**src/rtl/irq_pkg.sv**
```systemverilog
// Shared types and defaults for the interrupt pending/presentation front end.
package irq_pkg;

    localparam int unsigned N_DEFAULT = 4;

    typedef enum logic [1:0] {
        IDLE    = 2'd0,
        PRESENT = 2'd1,
        GAP     = 2'd2
    } state_t;

endpackage

```
**src/rtl/prio_enc_n.sv**
```systemverilog
// N-to-log2(N) priority encoder; the highest set index wins, any flags a non-zero input.
module prio_enc_n #(
    parameter  int unsigned N     = 4,
    localparam int unsigned IDX_W = $clog2(N)
) (
    input  logic [N-1:0]     req_vec,
    output logic [IDX_W-1:0] idx,
    output logic             any
);

    // Ascending scan so the last (highest) set bit overrides lower ones.
    always_comb begin
        idx = '0;
        any = |req_vec;
        for (int i = 0; i < N; i++) begin
            if (req_vec[i]) begin
                idx = IDX_W'(i);
            end
        end
    end

endmodule

```
**src/rtl/irq_pending_ctrl.sv**
```systemverilog
// Sticky interrupt pending register with highest-index selection and a valid/ack handshake.
// Define IRQ_EDGE_DETECT_EN to pend on rising edges of req instead of on its level.
module irq_pending_ctrl
    import irq_pkg::*;
#(
    parameter  int unsigned N     = N_DEFAULT,
    localparam int unsigned IDX_W = $clog2(N)
) (
    input  logic             clk,
    input  logic             rst_n,
    input  logic [N-1:0]     req,
    input  logic [N-1:0]     mask,
    output logic             irq_valid,
    output logic [IDX_W-1:0] irq_id,
    input  logic             irq_ack,
    output logic [N-1:0]     pending,
    output logic [N-1:0]     overflow,
    input  logic             ovf_clr
);

    state_t             state;
    state_t             state_n;
    logic [N-1:0]       set;
    logic [N-1:0]       clr;
    logic [N-1:0]       cand;
    logic [N-1:0]       pending_n;
    logic [N-1:0]       overflow_n;
    logic               valid_n;
    logic [IDX_W-1:0]   id_n;
    logic [IDX_W-1:0]   enc_id;
    logic               enc_any;

`ifdef IRQ_EDGE_DETECT_EN
    logic [N-1:0] req_q;

    // A line already high when reset releases counts as one rising edge.
    always_ff @(posedge clk or negedge rst_n) begin
        if (!rst_n) begin
            req_q <= '0;
        end else begin
            req_q <= req;
        end
    end

    assign set = req & ~req_q;
`else
    assign set = req;
`endif

    // Only the presented line is cleared, and only on an accepted handshake.
    always_comb begin
        clr = '0;
        for (int i = 0; i < N; i++) begin
            if (irq_ack && irq_valid && (irq_id == IDX_W'(i))) begin
                clr[i] = 1'b1;
            end
        end
    end

    assign pending_n  = set | (pending & ~clr);
    assign overflow_n = (set & pending & ~clr) | (overflow & {N{~ovf_clr}});
    assign cand       = pending & ~mask;

    prio_enc_n #(.N(N)) u_prio_enc (
        .req_vec (cand),
        .idx     (enc_id),
        .any     (enc_any)
    );

    // Presentation FSM: a presented index is held until acked, then one settle cycle.
    always_comb begin
        state_n = state;
        valid_n = irq_valid;
        id_n    = irq_id;
        case (state)
            IDLE: begin
                if (enc_any) begin
                    state_n = PRESENT;
                    valid_n = 1'b1;
                    id_n    = enc_id;
                end
            end
            PRESENT: begin
                if (irq_ack) begin
                    state_n = GAP;
                    valid_n = 1'b0;
                end
            end
            GAP: begin
                state_n = IDLE;
                valid_n = 1'b0;
            end
            default: begin
                state_n = IDLE;
                valid_n = 1'b0;
            end
        endcase
    end

    always_ff @(posedge clk or negedge rst_n) begin
        if (!rst_n) begin
            state     <= IDLE;
            irq_valid <= 1'b0;
            irq_id    <= '0;
            pending   <= '0;
            overflow  <= '0;
        end else begin
            state     <= state_n;
            irq_valid <= valid_n;
            irq_id    <= id_n;
            pending   <= pending_n;
            overflow  <= overflow_n;
        end
    end

endmodule

```
**config.mk**
```make
export PLATFORM = sky130hd
export DESIGN_NAME = irq_pending_ctrl
export DESIGN_NICKNAME = d
export VERILOG_FILES = /design/src/rtl/irq_pkg.sv /design/src/rtl/prio_enc_n.sv /design/src/rtl/irq_pending_ctrl.sv
export SDC_FILE = /design/constraint.sdc
export NUM_CORES = 1
export LEC_CHECK = 0
export ABC_CLOCK_PERIOD_IN_PS = 1190
export BUFFER_PORTS_ARGS = -buffer_cell sky130_fd_sc_hd__buf_2
export CORE_AREA = 4 4 41 43
export DETAILED_ROUTE_END_ITERATION = 10
export DIE_AREA = 0 0 45 47
export GPL_ROUTABILITY_DRIVEN = 0
export GPL_TIMING_DRIVEN = 0
export PLACE_DENSITY = 0.67
export SYNTH_ARGS = -nofsm -noshare
export SYNTH_HDL_FRONTEND = slang
export SYNTH_SLANG_ARGS = --single-unit
```
**constraint.sdc**
```tcl
create_clock -name clk -period 1.19 [get_ports clk]
set_input_delay 0.238 -clock clk [delete_from_list [all_inputs] [get_ports clk]]
set_output_delay 0.238 -clock clk [all_outputs]
set_load 0.05 [all_outputs]
```
==> Implementation_results.wiki <==
{| class="wikitable"
! Metric !! Value
|-
| Dominant combinational cell family by area after synthesis || compound AO/OA/AOI/OAI gates
|-
| Peak supply drop || 1.34 mV
|-
| Highest fanout seen on the critical path || 5
|-
| Via count of the first global-routing pass || 414
|-
| Min-Delay Path Depth || 3
|-
| Total global routing track utilization || 0.130
|-
| Chain of cells forming the critical path || buf_4
|-
| Total power density per cell area || 2600 nW/um^2
|-
| Min Clock Period, post-route || 1140 ps
|-
| Run status || complete, no violations
|-
| Worst endpoint data arrival time || 900 ps
|-
| Total clock buffers created by CTS || 3
|-
| Pre-antenna DRT Iters || 4
|-
| Standby leakage power || 0.000355 uW
|-
| Most used routing layer || met2
|-
| DR vias/cell || 4.75
|-
| Number of maximum-capacitance constraint violations || 0
|-
| Final count of pins violating max slew || 0
|-
| Critical path data required time || 950 ps
|-
| Cell count after placement || 87
|-
| Share of total power consumed by net switching || 0.455
|-
| Beginning of the worst hold path || req[0]
|-
| Total buffers and inverters traversed by the critical path || 1
|-
| Worst setup path category || reg2out
|-
| Number of violations reported at the end of detailed-routing iteration 0 || 4
|-
| Element type at the critical path start || register
|-
| Detail-routed net length per standard cell || 11.6 um
|-
| Maximum buffer depth of the clock tree || 2
|-
| Setup repair after global routing missed its margin || no
|-
| Area taken by multi-input logic gates || 168 um^2
|-
| Cell count after synthesis || 50
|-
| Portion of the post-synthesis area used by sequential elements || 0.594
|-
| CTS tree || done
|-
| CTS Root Cell || clkbuf_4
|-
| Final setup violating endpoints || 0
|-
| Most frequent cells in the layout || 16 x buf_2, 10 x inv_1, 7 x dfrtp_2
|-
| Largest net degree at the start of global routing || 13
|-
| Basic-gate share of the synthesized area counting and, or, nand and nor cells || 0.136
|-
| First-pass GRT wire length || 1870 um
|-
| Drc violations || 0
|-
| Yosys Warn Count || 0
|-
| Xor and xnor fraction of the mapped netlist area || 0
|-
| Clock slew at the register clock pins of the worst setup and hold paths || 70 ps
|-
| Reg-to-reg startpoint || irq_id[0]
|-
| Most common library cell in the layout ignoring fill and taps || buf_2
|-
| Antenna Violating Nets Remaining || 0
|-
| Setup Skew || 0.898 ps
|-
| Row count || 13
|-
| Inserted Diodes || 0
|-
| Final Cycle Share || 0.958
|-
| Relative area change from synthesis to final layout || 40.8%
|-
| Multiplexer share of the synthesized area || 0.0198
|-
| Share of layout cells above drive strength 1 || 0.455
|-
| Met2 usage || 0.195
|-
| Final-layout setup total negative slack || 0 ps
|-
| Sinks on the clock net || 12
|-
| Net count of the finished layout || 90
|-
| Number of antenna violations at the first check in global routing || 0
|-
| Clock network fraction of design power || 0.173
|-
| Final-layout fill cell count || 127
|-
| Reg-to-reg critical path endpoint || overflow[1]
|-
| P_sw || 843 uW
|-
| FF-to-FF setup slack || 110 ps
|-
| Synth cell types || 15
|-
| Highest cell delay on the worst timing path || 430 ps
|-
| DIE WIDTH || 45 um
|-
| Fraction of met1 tracks used by global routing || 0.155
|-
| Worst-skew pair later-pin latency || 270 ps
|-
| Die boundary height || 47 um
|-
| Library cell contributing the largest single delay on the critical path || dfrtp_2
|-
| Worst r2r path cells || 3
|-
| DIE AREA || 2120 um^2
|-
| Starting utilization of the core area || 0.388
|-
| Number of nets in the synthesized netlist || 62
|-
| Part of the total power dissipated in sequential elements || 0.354
|-
| Internal power || 1010 uW
|-
| Area fraction in compound gates after synthesis || 0.176
|-
| Number of hold-slack violations in the final timing report || 0
|-
| Combinational share of power || 0.473
|-
| Met3 Usage GRT || 0.0728
|-
| Top Ports || 23
|-
| H-tree depth || 1
|-
| Core Box Area || 1300 um^2
|-
| Number of cells in the finished layout apart from fillers || 92
|-
| Final HPWL from detailed placement || 845 um
|-
| Via count || 437
|-
| Highest Clock Rate || 877 MHz
|-
| Type of the worst min-delay path || in2reg
|-
| Cell family with the largest share of critical-path delay || flip-flops
|-
| End point of the worst hold path || pending[0]
|-
| Sequential cell area || 309 um^2
|-
| Mean instance size in the synthesized netlist || 10.1 um^2
|-
| Cell area after synthesis || 505 um^2
|-
| Total grt overflow || 0
|-
| Final wirelength || 1070 um
|-
| Worst-Margin Slew || 328 ps
|-
| Synth Register Bits || 12
|-
| Number of port buffers || 22
|-
| Slew Limit Headroom || 0.779
|-
| Share of synthesized cell area in full adder, half adder and majority cells || 0
|-
| Worst Setup End Kind || primary output
|}
## registers in the layout (all words and copies together), names as in the netlist
name and count:
state 1, irq_valid 1, pending 4, irq_id 2
overflow 4
## per-stage QoR
stage	util	power, uW	setup WS, ps	area (um^2)	hold slack (ps)
CTS	0.532	1820	3.85	692	144
global route	0.547	1990	3.13	712	144
detailed placement	0.494	1480	137	643	132
global placement	0.494	1460	130	643	128
finish	0.547	1850	50.4	712	154
floorplan	-	1270	31.6	514	-57.6
## cell families after synthesis
group | count (synthesis)
AND/OR/NAND/NOR | 14
AO/OA/AOI/OAI | 13
flip-flops | 12
buffers and inverters | 10
multiplexers | 1
## cell usage after synthesis
library cell | number | area (um^2)
a21bo_1 | 1 | 10.0
nand3_1 | 1 | 5.00
nor2b_1 | 4 | 25.0
nor2_1 | 2 | 7.51
mux2i_1 | 1 | 10.0
nand2_1 | 5 | 18.8
a2bb2oi_1 | 1 | 8.76
o22ai_1 | 4 | 25.0
dfrtp_1 | 12 | 300
o21ai_1 | 2 | 10.0
o21ai_0 | 1 | 5.00
nand2_2 | 1 | 6.26
nor2_2 | 1 | 6.26
o31ai_1 | 4 | 30.0
inv_1 | 10 | 37.5
## per-layer routing
layer	wire length (um)	vias to the layer above
met5	0	-
met4	9	0
met3	94	2
met2	509	19
met1	453	196
li1	-	220
## worst max path at each step
stage                       end       from  cells past startpoint
floorplan           overflow[1]  irq_id[0]                      3
global placement    overflow[1]  irq_id[0]                      3
detailed placement  overflow[3]  irq_id[0]                      3
CTS                   irq_valid  irq_valid                      1
global route          irq_id[1]  irq_id[1]                      1
finish                irq_id[1]  irq_id[1]                      1
## final cells by class
| class | instances | share of cell area |
|---|---|---|
| multi-input combinational | 28 | 0.236 |
| inverter | 10 | 0.0527 |
| sequential | 12 | 0.434 |
| timing repair buffer | 23 | 0.200 |
| clock buffer | 4 | 0.0510 |
| tap | 15 | 0.0264 |
## power by group through the flow
stage               clock network, uW  registers [uW]  logic, uW
floorplan                           0            1020        252
global placement                    0             649        812
detailed placement                  0             655        821
CTS                               330             649        837
global route                      364             683        945
finish                            320             655        875
## repair_timing
action                                  4_1_cts  5_1_grt
pin swaps                                     0        0
resized for setup                             1       10
endpoints found under the setup margin        1        6
setup buffers                                 0        0
hold endpoints to repair                     12        0
hold buffers                                  1        0
Power figures use the tool's default switching activity.
